$ cat config.mk
export PLATFORM = sky130hd
export DESIGN_NAME = ddr_to_sdr_gearbox_flat
export DESIGN_NICKNAME = d
export VERILOG_FILES = /design/src/rtl/ddr_sdr_pkg.sv /design/src/rtl/ddr_to_sdr_gearbox_if.sv /design/src/rtl/ddr_sdr_fifo.sv /design/src/rtl/ddr_to_sdr_gearbox.sv /design/src/flat_wrapper.sv
export SDC_FILE = /design/constraint.sdc
export NUM_CORES = 1
export LEC_CHECK = 0
export ABC_CLOCK_PERIOD_IN_PS = 4500
export CAP_MARGIN = 20
export CORE_ASPECT_RATIO = 2
export CORE_UTILIZATION = 25
export DETAILED_ROUTE_END_ITERATION = 8
export GPL_ROUTABILITY_DRIVEN = 0
export HOLD_SLACK_MARGIN = 0.15
export PLACE_DENSITY = 0.4
export SETUP_SLACK_MARGIN = 0.2
export SYNTH_ARGS = -nofsm -noshare
export SYNTH_HDL_FRONTEND = slang
export SYNTH_SLANG_ARGS = --single-unit
export TNS_END_PERCENT = 100
$ cat constraint.sdc
create_clock -name clk -period 4.5 [get_ports clk]
set_clock_uncertainty 0.1 [all_clocks]
set_input_delay 0.675 -clock clk [delete_from_list [all_inputs] [get_ports clk]]
set_output_delay 0.675 -clock clk [all_outputs]
set_load 0.005 [all_outputs]
$ cat src/rtl/ddr_sdr_pkg.sv
// ============================================================================
// Module      : ddr_sdr_pkg
// Description : Shared constants, phase encoding and sizing helper for the
//               DDR-to-SDR gearbox. DEF_CNT_W exists only with DDR_SDR_STATS_EN.
// Revision    : 1.0 - initial release
// ============================================================================
`default_nettype none

package ddr_sdr_pkg;

  localparam int DEF_DATA_W     = 8;
  localparam int DEF_FIFO_DEPTH = 4;
`ifdef DDR_SDR_STATS_EN
  localparam int DEF_CNT_W      = 16;
`endif

  typedef enum logic {
    PHASE_RISE_FIRST = 1'b0,
    PHASE_FALL_FIRST = 1'b1
  } phase_e;

  // One extra bit so a full FIFO is distinguishable from an empty one.
  function automatic int level_w(input int depth);
    return $clog2(depth) + 1;
  endfunction

endpackage

`default_nettype wire

$ cat src/rtl/ddr_to_sdr_gearbox_if.sv
// ============================================================================
// Module      : ddr_to_sdr_gearbox_if
// Description : DDR capture inputs and SDR word handshake of the gearbox.
//               ovf_count and CNT_W exist only with DDR_SDR_STATS_EN.
// Revision    : 1.0 - initial release
// ============================================================================
`default_nettype none

interface ddr_to_sdr_gearbox_if
  import ddr_sdr_pkg::*;
#(
  parameter int DATA_W     = DEF_DATA_W,
  parameter int FIFO_DEPTH = DEF_FIFO_DEPTH
`ifdef DDR_SDR_STATS_EN
  ,
  parameter int CNT_W      = DEF_CNT_W
`endif
) ();

  localparam int LVL_W = level_w(FIFO_DEPTH);

  logic [DATA_W-1:0]   ddr_data;
  logic                in_en;
  logic                slip;
  logic [2*DATA_W-1:0] out_data;
  logic                out_valid;
  logic                out_ready;
  logic [LVL_W-1:0]    level;
  logic                overflow;
  logic                ovf_clr;
`ifdef DDR_SDR_STATS_EN
  logic [CNT_W-1:0]    ovf_count;
`endif

  modport master (
    input  ddr_data, in_en, slip, out_ready, ovf_clr,
    output out_data, out_valid, level, overflow
`ifdef DDR_SDR_STATS_EN
    , output ovf_count
`endif
  );

  modport slave (
    output ddr_data, in_en, slip, out_ready, ovf_clr,
    input  out_data, out_valid, level, overflow
`ifdef DDR_SDR_STATS_EN
    , input ovf_count
`endif
  );

endinterface

`default_nettype wire

$ cat src/rtl/ddr_sdr_fifo.sv
// ============================================================================
// Module      : ddr_sdr_fifo
// Description : Synchronous word FIFO with occupancy level; head data reads
//               as zero when empty.
// Revision    : 1.0 - initial release
// ============================================================================
`default_nettype none

module ddr_sdr_fifo
  import ddr_sdr_pkg::*;
#(
  parameter int WIDTH = 16,
  parameter int DEPTH = DEF_FIFO_DEPTH
) (
  input  wire logic                      clk,
  input  wire logic                      rst_n,
  input  wire logic                      push,
  input  wire logic [WIDTH-1:0]          wr_data,
  input  wire logic                      pop,
  output logic      [WIDTH-1:0]          rd_data,
  output logic                           full,
  output logic                           empty,
  output logic      [level_w(DEPTH)-1:0] level
);

  localparam int PTR_W = $clog2(DEPTH);
  localparam int LVL_W = level_w(DEPTH);

  logic [WIDTH-1:0] r_mem [DEPTH];
  logic [PTR_W-1:0] r_wr_ptr;
  logic [PTR_W-1:0] r_rd_ptr;
  logic [LVL_W-1:0] r_level;

  // Storage needs no reset: the read port is masked while empty.
  always_ff @(posedge clk) begin
    if (push) begin
      r_mem[r_wr_ptr] <= wr_data;
    end
  end

  always_ff @(posedge clk or negedge rst_n) begin
    if (!rst_n) begin
      r_wr_ptr <= '0;
      r_rd_ptr <= '0;
      r_level  <= '0;
    end else begin
      if (push) r_wr_ptr <= r_wr_ptr + 1'b1;
      if (pop)  r_rd_ptr <= r_rd_ptr + 1'b1;
      case ({push, pop})
        2'b10:   r_level <= r_level + 1'b1;
        2'b01:   r_level <= r_level - 1'b1;
        default: r_level <= r_level;
      endcase
    end
  end

  assign full    = (r_level == LVL_W'(DEPTH));
  assign empty   = (r_level == '0);
  assign level   = r_level;
  assign rd_data = empty ? '0 : r_mem[r_rd_ptr];

endmodule

`default_nettype wire

$ cat src/rtl/ddr_to_sdr_gearbox.sv
// ============================================================================
// Module      : ddr_to_sdr_gearbox
// Description : Pairs rising/falling DDR samples into SDR words with phase
//               slip, FIFO buffering and overflow reporting.
//               Optional drop counter: DDR_SDR_STATS_EN.
// Revision    : 1.0 - initial release
// ============================================================================
`default_nettype none

module ddr_to_sdr_gearbox
  import ddr_sdr_pkg::*;
#(
  parameter int DATA_W     = DEF_DATA_W,
  parameter int FIFO_DEPTH = DEF_FIFO_DEPTH
`ifdef DDR_SDR_STATS_EN
  ,
  parameter int CNT_W      = DEF_CNT_W
`endif
) (
  input wire logic              clk,
  input wire logic              rst_n,
  ddr_to_sdr_gearbox_if.master  bus
);

  localparam int LVL_W = level_w(FIFO_DEPTH);

  logic [DATA_W-1:0]   r_rise_q;
  logic [DATA_W-1:0]   r_fall_q;
  logic [DATA_W-1:0]   r_fall_d;
  logic                r_en_q;
  logic                r_en_d;
  phase_e              r_phase;
  logic                r_discard;
  logic                r_overflow;

  logic [2*DATA_W-1:0] w_cand_word;
  logic                w_cand_valid;
  logic                w_push_req;
  logic                w_push;
  logic                w_pop;
  logic                w_drop;
  logic                w_full;
  logic                w_empty;
  logic [2*DATA_W-1:0] w_rd_data;
  logic [LVL_W-1:0]    w_level;

  always_ff @(posedge clk or negedge rst_n) begin
    if (!rst_n) begin
      r_rise_q <= '0;
      r_en_q   <= 1'b0;
      r_fall_d <= '0;
      r_en_d   <= 1'b0;
    end else begin
      r_rise_q <= bus.ddr_data;
      r_en_q   <= bus.in_en;
      r_fall_d <= r_fall_q;
      r_en_d   <= r_en_q;
    end
  end

  always_ff @(negedge clk or negedge rst_n) begin
    if (!rst_n) begin
      r_fall_q <= '0;
    end else begin
      r_fall_q <= bus.ddr_data;
    end
  end

  // Fall-first pairing takes the previous cycle's falling sample as the older half.
  always_comb begin
    w_cand_word  = {r_fall_q, r_rise_q};
    w_cand_valid = r_en_q;
    if (r_phase == PHASE_FALL_FIRST) begin
      w_cand_word  = {r_rise_q, r_fall_d};
      w_cand_valid = r_en_q & r_en_d;
    end
  end

  assign w_push_req = w_cand_valid & ~r_discard;
  assign w_pop      = ~w_empty & bus.out_ready;
  assign w_drop     = w_push_req & w_full & ~w_pop;
  assign w_push     = w_push_req & ~w_drop;

  // A slip arms a single discard; repeated slips only re-arm it.
  always_ff @(posedge clk or negedge rst_n) begin
    if (!rst_n) begin
      r_phase   <= PHASE_RISE_FIRST;
      r_discard <= 1'b0;
    end else begin
      if (bus.slip) begin
        r_phase   <= (r_phase == PHASE_RISE_FIRST) ? PHASE_FALL_FIRST : PHASE_RISE_FIRST;
        r_discard <= 1'b1;
      end else if (w_cand_valid) begin
        r_discard <= 1'b0;
      end
    end
  end

  always_ff @(posedge clk or negedge rst_n) begin
    if (!rst_n) begin
      r_overflow <= 1'b0;
    end else if (w_drop) begin
      r_overflow <= 1'b1;
    end else if (bus.ovf_clr) begin
      r_overflow <= 1'b0;
    end
  end

`ifdef DDR_SDR_STATS_EN
  logic [CNT_W-1:0] r_ovf_count;

  always_ff @(posedge clk or negedge rst_n) begin
    if (!rst_n) begin
      r_ovf_count <= '0;
    end else if (w_drop) begin
      if (bus.ovf_clr)       r_ovf_count <= CNT_W'(1);
      else if (!(&r_ovf_count)) r_ovf_count <= r_ovf_count + 1'b1;
    end else if (bus.ovf_clr) begin
      r_ovf_count <= '0;
    end
  end

  assign bus.ovf_count = r_ovf_count;
`endif

  ddr_sdr_fifo #(
    .WIDTH (2*DATA_W),
    .DEPTH (FIFO_DEPTH)
  ) u_fifo (
    .clk     (clk),
    .rst_n   (rst_n),
    .push    (w_push),
    .wr_data (w_cand_word),
    .pop     (w_pop),
    .rd_data (w_rd_data),
    .full    (w_full),
    .empty   (w_empty),
    .level   (w_level)
  );

  assign bus.out_data  = w_rd_data;
  assign bus.out_valid = ~w_empty;
  assign bus.level     = w_level;
  assign bus.overflow  = r_overflow;

endmodule

`default_nettype wire

$ cat src/flat_wrapper.sv
// flat-port wrapper written by rule: the top's interface ports become plain ports
module ddr_to_sdr_gearbox_flat import ddr_sdr_pkg::*;
#(
  parameter int DATA_W     = DEF_DATA_W,
  parameter int FIFO_DEPTH = DEF_FIFO_DEPTH

)
  (clk, rst_n, bus_ddr_data, bus_in_en, bus_slip, bus_out_ready, bus_ovf_clr, bus_out_data, bus_out_valid, bus_level, bus_overflow);
  ddr_to_sdr_gearbox_if #(.DATA_W(DATA_W), .FIFO_DEPTH(FIFO_DEPTH)) bus_i ();
  input wire logic clk;
  input wire logic rst_n;
  input wire logic [$bits(bus_i.ddr_data)-1:0] bus_ddr_data;
  input wire logic [$bits(bus_i.in_en)-1:0] bus_in_en;
  input wire logic [$bits(bus_i.slip)-1:0] bus_slip;
  input wire logic [$bits(bus_i.out_ready)-1:0] bus_out_ready;
  input wire logic [$bits(bus_i.ovf_clr)-1:0] bus_ovf_clr;
  output wire logic [$bits(bus_i.out_data)-1:0] bus_out_data;
  output wire logic [$bits(bus_i.out_valid)-1:0] bus_out_valid;
  output wire logic [$bits(bus_i.level)-1:0] bus_level;
  output wire logic [$bits(bus_i.overflow)-1:0] bus_overflow;
  assign bus_i.ddr_data = bus_ddr_data;
  assign bus_i.in_en = bus_in_en;
  assign bus_i.slip = bus_slip;
  assign bus_i.out_ready = bus_out_ready;
  assign bus_i.ovf_clr = bus_ovf_clr;
  assign bus_out_data = bus_i.out_data;
  assign bus_out_valid = bus_i.out_valid;
  assign bus_level = bus_i.level;
  assign bus_overflow = bus_i.overflow;
  ddr_to_sdr_gearbox #(.DATA_W(DATA_W), .FIFO_DEPTH(FIFO_DEPTH)) u_core (.clk(clk), .rst_n(rst_n), .bus(bus_i));
endmodule
; ---- After elaboration in Yosys (flattened, before gate mapping)
; Memories as Yosys holds them, arrays and structs flattened.
; Index checks and enable logic that the tools add are counted.
[classes]
multipliers = 0
div = 0
bitwise_logic = 10
n_mux = 11
n_addsub = 4
n_eq_ne = 3
reduce_logical = 4
n_lt_le_gt_ge = 0
shifts = 0
[op_table]
columns = operator, n
row1 = 16-bit 2-to-1 mux, 2
row2 = 1-bit 2-to-1 mux, 8
row3 = 1-bit bitwise AND, 6
row4 = 3-bit one-hot mux with 2 select lines, 1
row5 = 2-bit nonzero test, 3
row6 = "2-bit by 1-bit adder with 2-bit output, second input constant", 2
row7 = 1-bit NOT, 4
row8 = "3-bit by 1-bit adder with 3-bit output, second input constant", 1
row9 = "3-bit equality test, second input constant", 1
row10 = 3-bit logical NOT, 1
row11 = "3-bit by 1-bit subtractor with 3-bit output, second input constant", 1
row12 = "2-bit by 1-bit equality test with 1-bit output, second input constant", 1
row13 = "2-bit equality test, second input constant", 1
[word_totals]
latchBits = 0
register_bits = 36
ram_bits = 64
input_bits = 14
romBits = 0
memories = 1
[memory_table]
columns = memory, words, width, read_ports, rd_clocked_by_memory_dff, wr, line_no
row1 = u_core.u_fifo.r_mem, 4, 16, 1, 0, 1, ddr_sdr_fifo.sv:29  ; logic [WIDTH-1:0] r_mem [DEPTH];

; ---- Logic depth before layout (Yosys ltp)
[depth]
ltp_word = 9
ltp_mapped = 8
depth_no_buf = 7

; ---- Modules after synthesis
; From an unflattened synthesis, not the netlist that was laid out.
[unflattened]
hier_cells = 194
hier_area_um2 = 3957.5
[modules_own_cells]
columns = module, seq_area_each_um2, cells_each, area_per_inst_um2, instances
row1 = ddr_sdr_fifo, 2097.0, 137, 2921.6, 1
row2 = ddr_to_sdr_gearbox, 725.7, 57, 1036.0, 1

==> flow_metrics.env <==
export IMPL_ys_ff_latch=100
export IMPL_initial_utilization=0.2561
export IMPL_crit_fanout=4
export IMPL_drt_wirelength_per_cell_um=17.03
export IMPL_synth_area_leaders="edfxtp_1, dfrtp_1, mux4_2, dfrtn_1, mux2_2"
export IMPL_rows=64
export IMPL_ir_drop_v=0.0002124
export IMPL_drc=0
export IMPL_comb_power_share=0.311
export IMPL_ys_types=40
export IMPL_dp_hpwl_um=5248
export IMPL_synthDominantCellAreaShare=0.4907
export IMPL_power_mw=2.868
export IMPL_p_sw_uw=809.4
export IMPL_multi_input_area_sq_um=1013
export IMPL_synth_most_common_cell="edfxtp_1"
export IMPL_preCtsSetupSlack_ns=0.8717
export IMPL_core_sq_um=15290
export IMPL_arrival_ns=3.25
export IMPL_ios=35
export IMPL_setup_tns_ns=0
export IMPL_r2r_setup_slack_ns=1.23
export IMPL_grt_overflow=0
export IMPL_post_cts_resized=0
export IMPL_slowest_delay_ns=0.36
export IMPL_ys_dominant_reg_cell="edfxtp_1"
export IMPL_placed_cells=441
export IMPL_portBuffers=34
export IMPL_power_leakage_nw=1.702
export IMPL_critPathSlowestCell="dfrtn_1"
export IMPL_grt_start_max_net_pins=24
export IMPL_seqPwrFrac=0.418
export IMPL_stdcell_count=457
export IMPL_firstDrtPassIters=4
export IMPL_crit_required_ns=4.48
export IMPL_netlist_area_sq_um=3916
export IMPL_wl_met3_um=160
export IMPL_grt_setup_unrepaired="false"
export IMPL_cts_htree_levels=3
export IMPL_clk_pin_slew_ns=0.07
export IMPL_fillerInstances=1471
export IMPL_grt_pass1_vias=2105
export IMPL_synthCells=210
export IMPL_maxCapViolCount=0
export IMPL_layout_drive_gt1_share=0.2394
export IMPL_diodes=0
export IMPL_clk_path_buf_depth=2
export IMPL_pwr_density_cell_nw_per_um2=596.7
export IMPL_cts_tree="built"
export IMPL_switching_share=0.2822
export IMPL_synthArstFlopShare=0.3600
export IMPL_setup_worst_path_class="register to register"
export IMPL_intPower_mw=2.058
export IMPL_maxUsedRoutingLayer="met4"
export IMPL_die_area_sq_um=16200
export IMPL_setup_viol=0
export IMPL_numCtsBuffers=9
export IMPL_wl_met2_um=4616
export IMPL_clk_latency_ns=0.34
export IMPL_startpoint_type="register"
export IMPL_antenna_found_initial=0
export IMPL_synthesis_nets=229
export IMPL_postCtsSetupRepairBufs=0
export IMPL_clock_sinks=100
export IMPL_hold_viol_final=0
export IMPL_syn_to_final_growth_pct=22.72
export IMPL_drtIter0Drc=69
export IMPL_nets=273
export IMPL_synth_common_cells="edfxtp_1, dfrtp_1, and2_1"
export IMPL_hold_path_class="primary input to async pin"
export IMPL_routed_wl_um=7784
export IMPL_root_buffer="clkbuf_16"
export IMPL_drtAntennaViolNets=0
export IMPL_slew_headroom=0.3939
export IMPL_vias=1915
export IMPL_path_delay_family="flip-flops"
export IMPL_cts_hold_fix_buffers=0
export IMPL_clkPwrFrac=0.271
export IMPL_end_kind="register"
export IMPL_regArea_sq_um=2823
export IMPL_syn_area_per_cell_sq_um=18.65
export IMPL_grt_pass1_wl_um=12280
export IMPL_wl_met1_um=2853
export IMPL_tightestPinTransition_ns=0.9091
export IMPL_ys_seq_area_frac=0.7208
export IMPL_die_h_um=179
export IMPL_maxSlewViolCount=0
export IMPL_path_cells="mux2_2"
export IMPL_track_usage=0.1059
export IMPL_fin_ws_ns=1.227
export IMPL_die_w_um=90.50
export IMPL_status="complete, no violations"
export IMPL_viasPerCell=4.190
export IMPL_cp_num_buf_inv=0
export IMPL_yosysWarnings=0
export IMPL_synth_edf_count=64
export IMPL_yosysTopAreaCell="edfxtp_1"
[cell families (layout without fill, tap and decap cells)]
logic type | after synthesis | in the layout | share of synthesized area
simple gates | 41 | 41 | 0.06485
mux | 34 | 34 | 0.1435
flops | 100 | 100 | 0.7208
compound gates | 10 | 10 | 0.02141
buf+inv | 15 | 64 | 0.02045
xor+xnor | 5 | 5 | 0.01118
fa+ha+maj | 5 | 5 | 0.01789
[final timing paths]
check                                       endpoint          startpoint  cells past startpoint
max                        u_core.u_fifo.r_mem[1][9]  u_core.r_fall_q[1]                      1
min                               u_core.r_rise_q[2]               rst_n                      1
max reg2reg                u_core.u_fifo.r_mem[1][9]  u_core.r_fall_q[1]                      1
min reg2reg                            u_core.r_en_d       u_core.r_en_q                      0
max in group asynchronous         u_core.r_fall_q[5]               rst_n                      1
min in group clk                       u_core.r_en_d       u_core.r_en_q                      0
[power groups by stage]
stage | registers, mW | logic [mW] | clock network, mW
global route | 1.21 | 0.989 | 0.842
finish | 1.20 | 0.891 | 0.777
floorplan | 1.17 | 0.573 | 0
detailed placement | 1.22 | 0.928 | 0
global placement | 1.22 | 0.924 | 0
CTS | 1.20 | 0.934 | 0.801
[state kept, by name, summed over array words and instances, names as in the netlist]
register and cells:
u_core.bus.overflow 1, u_core.r_discard 1, u_core.r_en_d 1, u_core.r_en_q 1, u_core.r_fall_d 8, u_core.r_fall_q 8, u_core.r_phase 1, u_core.r_rise_q 8
u_core.u_fifo.level 3, u_core.u_fifo.r_mem 64, u_core.u_fifo.r_rd_ptr 2, u_core.u_fifo.r_wr_ptr 2
[routing by layer]
layer	vias to the layer above	GRT usage
met2	29	0.2071
met3	9	0.02036
met1	994	0.1043
met4	0	0.05242
met5	-	0
li1	883	-
[area by class of cell]
class | count | area share
flip-flops and latches | 100 | 0.5873
multi-input cells | 95 | 0.2109
repair buffers | 42 | 0.08227
well taps | 198 | 0.05155
clock buffers | 9 | 0.04686
clock inverters | 7 | 0.01640
inverters | 6 | 0.004686
[through the flow]
stage	util	hold WS, ns	cell area (sq um)
finish	0.3142	0.2278	4806
global route	0.3142	0.2592	4806
CTS	0.3142	0.2423	4806
detailed placement	0.2943	0.3116	4502
global placement	0.2943	0.2978	4502
floorplan	-	0.2794	3916
[layout by cell type, fill, tap and decap left out, types with 2 or more instances in the layout]
cell type,instances
dfrtp_1,28
clkdlybuf4s50_1,33
inv_6,4
nand3_1,2
nand4_1,2
mux4_2,16
ha_1,4
and2_1,20
buf_4,8
mux2_2,16
nand2b_1,2
xnor2_1,4
nor2_2,2
dfrtn_1,8
nand2_1,4
inv_1,6
nor2b_1,2
edfxtp_1,64
clkbuf_16,9
No activity file was read; power rests on OpenSTA's default activity.
